[config.mk]
export PLATFORM = sky130hd
export DESIGN_NAME = nzcv_flag_unit_flat
export DESIGN_NICKNAME = d
export VERILOG_FILES = /design/src/rtl/nzcv_flag_unit_if.sv /design/src/rtl/nzcv_flag_unit.sv /design/src/flat_wrapper.sv
export SDC_FILE = /design/constraint.sdc
export NUM_CORES = 1
export LEC_CHECK = 0
export ABC_AREA = 0
export CAP_MARGIN = 40
export CORE_MARGIN = 2
export CORE_UTILIZATION = 45
export DETAILED_ROUTE_END_ITERATION = 12
export GPL_ROUTABILITY_DRIVEN = 0
export PLACE_DENSITY = 0.69
export SLEW_MARGIN = 20
export SYNTH_ARGS = -nofsm -noshare
export SYNTH_HDL_FRONTEND = slang
export SYNTH_SLANG_ARGS = --single-unit
[constraint.sdc]
create_clock -name clk -period 5.9 [get_ports clk]
set_clock_uncertainty 0.15 [all_clocks]
set_input_delay 1.18 -clock clk [delete_from_list [all_inputs] [get_ports clk]]
set_output_delay 1.18 -clock clk [all_outputs]
set_load 0.005 [all_outputs]
[src/rtl/nzcv_flag_unit_if.sv]
// Condition-flag producer bus: ALU operation in, registered result and {Z,C,N,V} flags out,
// plus the flag save/restore stack controls and status.
interface nzcv_flag_unit_if #(
    parameter int WIDTH = 32
);
    logic             upd_valid;
    logic             set_flags;
    logic [1:0]       op;
    logic             use_carry;
    logic [WIDTH-1:0] op_a;
    logic [WIDTH-1:0] op_b;
    logic             shifter_carry;
    logic [WIDTH-1:0] result;
    logic             result_valid;
    logic [3:0]       flags;
    logic             push;
    logic             pop;
    logic             stack_full;
    logic             stack_empty;
    logic             stack_err;

    modport master (
        output upd_valid, set_flags, op, use_carry, op_a, op_b, shifter_carry, push, pop,
        input  result, result_valid, flags, stack_full, stack_empty, stack_err
    );

    modport slave (
        input  upd_valid, set_flags, op, use_carry, op_a, op_b, shifter_carry, push, pop,
        output result, result_valid, flags, stack_full, stack_empty, stack_err
    );
endinterface

[src/rtl/nzcv_flag_unit.sv]
// Computes N/Z/C/V from ALU operations, holds the architectural flags as {Z,C,N,V}
// and keeps a small LIFO of saved flag nibbles for exception entry/return.
module nzcv_flag_unit #(
    parameter int WIDTH       = 32,
    parameter int STACK_DEPTH = 4
) (
    input logic             clk,
    input logic             rst,
    nzcv_flag_unit_if.slave bus
);
    localparam int M  = WIDTH - 1;
    localparam int CW = $clog2(STACK_DEPTH + 1);
    localparam int AW = (STACK_DEPTH > 1) ? $clog2(STACK_DEPTH) : 1;

    localparam logic [1:0] OP_AND = 2'b00;
    localparam logic [1:0] OP_ADD = 2'b01;
    localparam logic [1:0] OP_SUB = 2'b10;

    logic [3:0]       flags_q;
    logic [WIDTH-1:0] result_q;
    logic             result_valid_q;
    logic             stack_err_q;
    logic [CW-1:0]    depth;
    logic [3:0]       stack_mem [STACK_DEPTH];

    logic             c_cur;
    logic             v_cur;
    logic             cin;
    logic [WIDTH:0]   sum;
    logic [WIDTH-1:0] alu_r;
    logic             alu_c;
    logic             alu_v;
    logic [3:0]       new_flags;
    logic             full;
    logic             empty;
    logic [AW-1:0]    top_idx;
    logic [AW-1:0]    push_idx;

    assign c_cur    = flags_q[2];
    assign v_cur    = flags_q[0];
    assign full     = (depth == CW'(STACK_DEPTH));
    assign empty    = (depth == '0);
    assign top_idx  = AW'(depth - 1'b1);
    assign push_idx = AW'(depth);

    // SUB is a + ~b + 1, so C is the ARM-style "no borrow" carry out.
    always_comb begin
        cin   = 1'b0;
        sum   = '0;
        alu_r = '0;
        alu_c = c_cur;
        alu_v = v_cur;
        case (bus.op)
            OP_AND: begin
                alu_r = bus.op_a & bus.op_b;
                alu_c = bus.shifter_carry;
            end
            OP_ADD: begin
                cin   = bus.use_carry ? c_cur : 1'b0;
                sum   = {1'b0, bus.op_a} + {1'b0, bus.op_b} + {{WIDTH{1'b0}}, cin};
                alu_r = sum[WIDTH-1:0];
                alu_c = sum[WIDTH];
                alu_v = (bus.op_a[M] == bus.op_b[M]) && (alu_r[M] != bus.op_a[M]);
            end
            OP_SUB: begin
                cin   = bus.use_carry ? c_cur : 1'b1;
                sum   = {1'b0, bus.op_a} + {1'b0, ~bus.op_b} + {{WIDTH{1'b0}}, cin};
                alu_r = sum[WIDTH-1:0];
                alu_c = sum[WIDTH];
                alu_v = (bus.op_a[M] != bus.op_b[M]) && (alu_r[M] != bus.op_a[M]);
            end
            default: begin
                alu_r = bus.op_a ^ bus.op_b;
                alu_c = bus.shifter_carry;
            end
        endcase
        new_flags = {(alu_r == '0), alu_c, alu_r[M], alu_v};
    end

    // A lone pop (even on an empty stack) owns the flags this edge and masks the ALU update.
    always_ff @(posedge clk) begin
        if (rst) begin
            flags_q        <= 4'b0000;
            result_q       <= '0;
            result_valid_q <= 1'b0;
            depth          <= '0;
            stack_err_q    <= 1'b0;
        end else begin
            result_valid_q <= bus.upd_valid;
            if (bus.upd_valid) begin
                result_q <= alu_r;
            end

            if (bus.push && bus.pop) begin
                stack_err_q <= 1'b1;
            end else if (bus.pop) begin
                if (empty) begin
                    stack_err_q <= 1'b1;
                end else begin
                    flags_q <= stack_mem[top_idx];
                    depth   <= depth - 1'b1;
                end
            end else if (bus.push) begin
                if (full) begin
                    stack_err_q <= 1'b1;
                end else begin
                    stack_mem[push_idx] <= flags_q;
                    depth               <= depth + 1'b1;
                end
            end

            if (bus.upd_valid && bus.set_flags && !(bus.pop && !bus.push)) begin
                flags_q <= new_flags;
            end
        end
    end

    assign bus.result       = result_q;
    assign bus.result_valid = result_valid_q;
    assign bus.flags        = flags_q;
    assign bus.stack_full   = full;
    assign bus.stack_empty  = empty;
    assign bus.stack_err    = stack_err_q;
endmodule

[src/flat_wrapper.sv]
// flat-port wrapper written by rule: the top's interface ports become plain ports
module nzcv_flag_unit_flat 
#(
    parameter int WIDTH       = 32,
    parameter int STACK_DEPTH = 4
)
  (clk, rst, bus_upd_valid, bus_set_flags, bus_op, bus_use_carry, bus_op_a, bus_op_b, bus_shifter_carry, bus_push, bus_pop, bus_result, bus_result_valid, bus_flags, bus_stack_full, bus_stack_empty, bus_stack_err);
  nzcv_flag_unit_if #(.WIDTH(WIDTH)) bus_i ();
  input logic clk;
  input logic rst;
  input wire logic [$bits(bus_i.upd_valid)-1:0] bus_upd_valid;
  input wire logic [$bits(bus_i.set_flags)-1:0] bus_set_flags;
  input wire logic [$bits(bus_i.op)-1:0] bus_op;
  input wire logic [$bits(bus_i.use_carry)-1:0] bus_use_carry;
  input wire logic [$bits(bus_i.op_a)-1:0] bus_op_a;
  input wire logic [$bits(bus_i.op_b)-1:0] bus_op_b;
  input wire logic [$bits(bus_i.shifter_carry)-1:0] bus_shifter_carry;
  input wire logic [$bits(bus_i.push)-1:0] bus_push;
  input wire logic [$bits(bus_i.pop)-1:0] bus_pop;
  output wire logic [$bits(bus_i.result)-1:0] bus_result;
  output wire logic [$bits(bus_i.result_valid)-1:0] bus_result_valid;
  output wire logic [$bits(bus_i.flags)-1:0] bus_flags;
  output wire logic [$bits(bus_i.stack_full)-1:0] bus_stack_full;
  output wire logic [$bits(bus_i.stack_empty)-1:0] bus_stack_empty;
  output wire logic [$bits(bus_i.stack_err)-1:0] bus_stack_err;
  assign bus_i.upd_valid = bus_upd_valid;
  assign bus_i.set_flags = bus_set_flags;
  assign bus_i.op = bus_op;
  assign bus_i.use_carry = bus_use_carry;
  assign bus_i.op_a = bus_op_a;
  assign bus_i.op_b = bus_op_b;
  assign bus_i.shifter_carry = bus_shifter_carry;
  assign bus_i.push = bus_push;
  assign bus_i.pop = bus_pop;
  assign bus_result = bus_i.result;
  assign bus_result_valid = bus_i.result_valid;
  assign bus_flags = bus_i.flags;
  assign bus_stack_full = bus_i.stack_full;
  assign bus_stack_empty = bus_i.stack_empty;
  assign bus_stack_err = bus_i.stack_err;
  nzcv_flag_unit #(.WIDTH(WIDTH), .STACK_DEPTH(STACK_DEPTH)) u_core (.clk(clk), .rst(rst), .bus(bus_i));
endmodule
==> flow_summary.json <==
{
  "htree_levels": 3,
  "r2r_cells": 14,
  "cts_tree": "built",
  "rsz0062_at_grt": "false",
  "drtIter0Drc": 769,
  "cp_slowest_stage_delay_ns": 0.56,
  "syn_area_per_cell_um2": 7.480,
  "syn_to_final_growth_pct": 21.53,
  "end_kind": "flop",
  "core_area_mm2": 0.01577,
  "synth-seq-cells": 57,
  "powerDensity_mw_per_mm2": 190.9,
  "antenna_found_initial": 0,
  "slew-limit-headroom": 0.4899,
  "min_period_ns": 5.169,
  "crit_arrival_ns": 5.25,
  "outcome": "finished, final reports clean",
  "setup_tns_ns": 0,
  "routed_wl_um": 23530,
  "crit_fanout": 4,
  "antennaDiodeCount": 0,
  "fp.dieW_um": 130.7,
  "syn_inst": 965,
  "synth_edf_count": 16,
  "overflow": 0,
  "yosys-top-cells-count": "92 x nor2_1, 88 x a21oi_1, 80 x nand2_1",
  "grt_pass1_vias": 7117,
  "report.final.setup_viol": 0,
  "setup_slack_ns": 0.7306,
  "clkTransAtPathRegs_ns": 0.05,
  "post-synth-top-area-cell": "ha_1",
  "syn_area_mm2": 0.007218,
  "cap_violations": 0,
  "hp-class": "flop to flop",
  "period_share": 0.8762,
  "drc": 0,
  "wire_per_inst_um": 18.53,
  "fp.dieArea_mm2": 0.01707,
  "num_rows": 46,
  "reg2reg_to": "u_core.bus.flags[3]",
  "port_buffers": 113,
  "yosys_warnings": 0,
  "hold_depth": 2,
  "slowest_stage": "clkdlybuf4s50_1",
  "p_leak_nw": 3.543,
  "tightestPinTransition_ns": 0.7600,
  "vias": 7841,
  "synth-main-ff-cell": "dfxtp_1",
  "mappedNetlistNets": 1117,
  "drv_slew": 0,
  "hold_buffers": 0,
  "fmax_mhz": 193.4,
  "hold_violations": 0,
  "die_y_um": 130.7,
  "hold_start": "u_core.bus.result[7]",
  "grt_pass1_wl_um": 37270,
  "power_mw": 1.675,
  "synth.distinct_cells": 91,
  "crit_type": "input port to flop",
  "peakVddDrop_mv": 0.1443,
  "clock_latency_ns": 0.32,
  "post_cts_buffers": 0,
  "crit_required_ns": 5.98,
  "synth_most_common_cell": "nor2_1",
  "pin_count": 114,
  "grt_max_degree": 50,
  "drive_gt1_frac": 0.06452,
  "cts_root_buf": "clkbuf_16",
  "ant_nets": 0,
  "vias_per_cell": 6.174,
  "async_flop_share": 0,
  "ctsResizeCount": 0,
  "cts_inserted_buffers": 9,
  "yosysSeqAreaShare": 0.1803,
  "track_usage": 0.2733,
  "rrSetupSlack_ns": 1.63,
  "clock-sinks": 57,
  "rr_startpoint": "u_core.bus.flags[2]",
  "n_fill_cell": 1569,
  "holdPathEnd": "u_core.bus.result[7]",
  "preCtsSetupSlack_ns": 0.4559,
  "netlist.area_leader.share": 0.1283,
  "whs_ns": 0.3090,
  "initial_core_util": 0.4577,
  "start_kind": "input port",
  "clockBufferDepth": 2,
  "place_hpwl_um": 17800,
  "synth_area_leaders": "ha_1 13%, dfxtp_1 11%, edfxtp_1 6.7%, a21oi_1 6.1%, nor2_1 4.8%",
  "cp_cell_sequence": "clkdlybuf4s50_1, inv_1, fa_1, fa_1, nand3b_1, a21oi_1, o31ai_1, a31oi_2, nor4_1, o31a_1, a21oi_1, nor4_1, a31o_2, or3_1, o31ai_2",
  "final_nets": 1201,
  "drt_first_pass_iters": 6
}
==> layout make-up <==
class / count / area [um^2] / share of cell area
clock buffers: 15 / 257.7 / 0.02938
clock inverters: 1 / 5.005 / 0.0005705
inverters: 70 / 262.8 / 0.02995
multi-input cells: 778 / 5399 / 0.6155
flip-flops and latches: 57 / 1301 / 0.1483
well taps: 216 / 270.3 / 0.03081
repair buffers: 133 / 1276 / 0.1455
==> critical path, delay by kind of cell <==
family	cells	cell delay [ns]
AND/OR/NAND/NOR	4	0.76
AO/OA/AOI/OAI	7	1.82
adder cells (fa/ha/maj)	2	0.85
buffers and inverters	2	0.64
==> how the worst max path moves through the flow <==
stage | start | end | slack (ns) | cells past startpoint
2_1_floorplan | bus_use_carry | u_core.bus.flags[3] | 1.41 | 14
3_3_place_gp | bus_op_a[0] | u_core.bus.flags[3] | 0.54 | 15
3_5_place_dp | bus_op_b[0] | u_core.bus.flags[3] | 0.46 | 14
4_1_cts | bus_op_b[0] | u_core.bus.flags[3] | 0.78 | 14
5_1_grt | bus_op_b[0] | u_core.bus.flags[3] | 0.44 | 14
6_report | bus_op_a[0] | u_core.bus.flags[3] | 0.73 | 15
==> cells by family (layout without fill, tap and decap cells) <==
logic type / after synthesis / in the layout / share of synthesized area
compound gates: 337 / 337 / 0.3233
xor+xnor: 7 / 7 / 0.008494
fa+ha+maj: 78 / 78 / 0.1394
buf+inv: 130 / 219 / 0.07176
flops: 57 / 57 / 0.1803
mux: 31 / 31 / 0.05044
simple gates: 325 / 325 / 0.2264
==> metal layers <==
| layer | global-route usage | routed length, um | vias up | part of all wire |
|---|---|---|---|---|
| met5 | 0 | 0 | - | 0 |
| met4 | 0.05695 | 504 | 0 | 0.021 |
| met3 | 0.03339 | 1930 | 46 | 0.082 |
| met2 | 0.4550 | 10750 | 403 | 0.46 |
| met1 | 0.3825 | 10340 | 3630 | 0.44 |
| li1 | - | - | 3762 | - |
==> registers in the layout (all words and copies together), names as in the netlist <==
| register | cells |
|---|---|
| u_core.depth | 3 |
| u_core.stack_mem | 16 |
| u_core.bus.result_valid | 1 |
| u_core.bus.stack_err | 1 |
| u_core.bus.result | 32 |
| u_core.bus.flags | 4 |
==> cell usage in the layout, fill, tap and decap left out, types with 8 or more instances in the layout <==
cell             synthesis  routed
a211oi_1                32      32
a21o_1                  12      12
a21oi_1                 88      88
a31oi_1                 12      12
and2_1                   8       8
buf_4                    1      20
clkbuf_16                0       9
clkdlybuf4s50_1          0     112
dfxtp_1                 41      41
edfxtp_1                16      16
ha_1                    74      74
inv_1                   67      67
mux2i_1                 24      24
nand2_1                 80      80
nand2b_1                12      12
nand3_1                 23      23
nand4_1                 11      11
nor2_1                  92      92
nor2b_1                 15      15
nor3_1                  24      24
nor4_1                  11      11
o211ai_1                 8       8
o21a_1                   8       8
o21ai_0                 55      55
o21bai_1                11      11
o31ai_1                 16      16
==> per-stage QoR <==
stage | instance area, um^2 | util | instances
global route | 8772 | 0.5563 | 1270
CTS | 8765 | 0.5558 | 1269
floorplan | 7218 | - | 965
global placement | 8502 | 0.5391 | 1253
finish | 8772 | 0.5563 | 1270
detailed placement | 8502 | 0.5391 | 1253
==> power breakdown <==
| group | switching, mW | internal [mW] | total (mW) |
|---|---|---|---|
| clock network | 0.158 | 0.294 | 0.453 |
| logic | 0.437 | 0.327 | 0.764 |
| registers | 0.0249 | 0.433 | 0.458 |
| total | 0.620 | 1.05 | 1.67 |
Power figures use the tool's default switching activity.
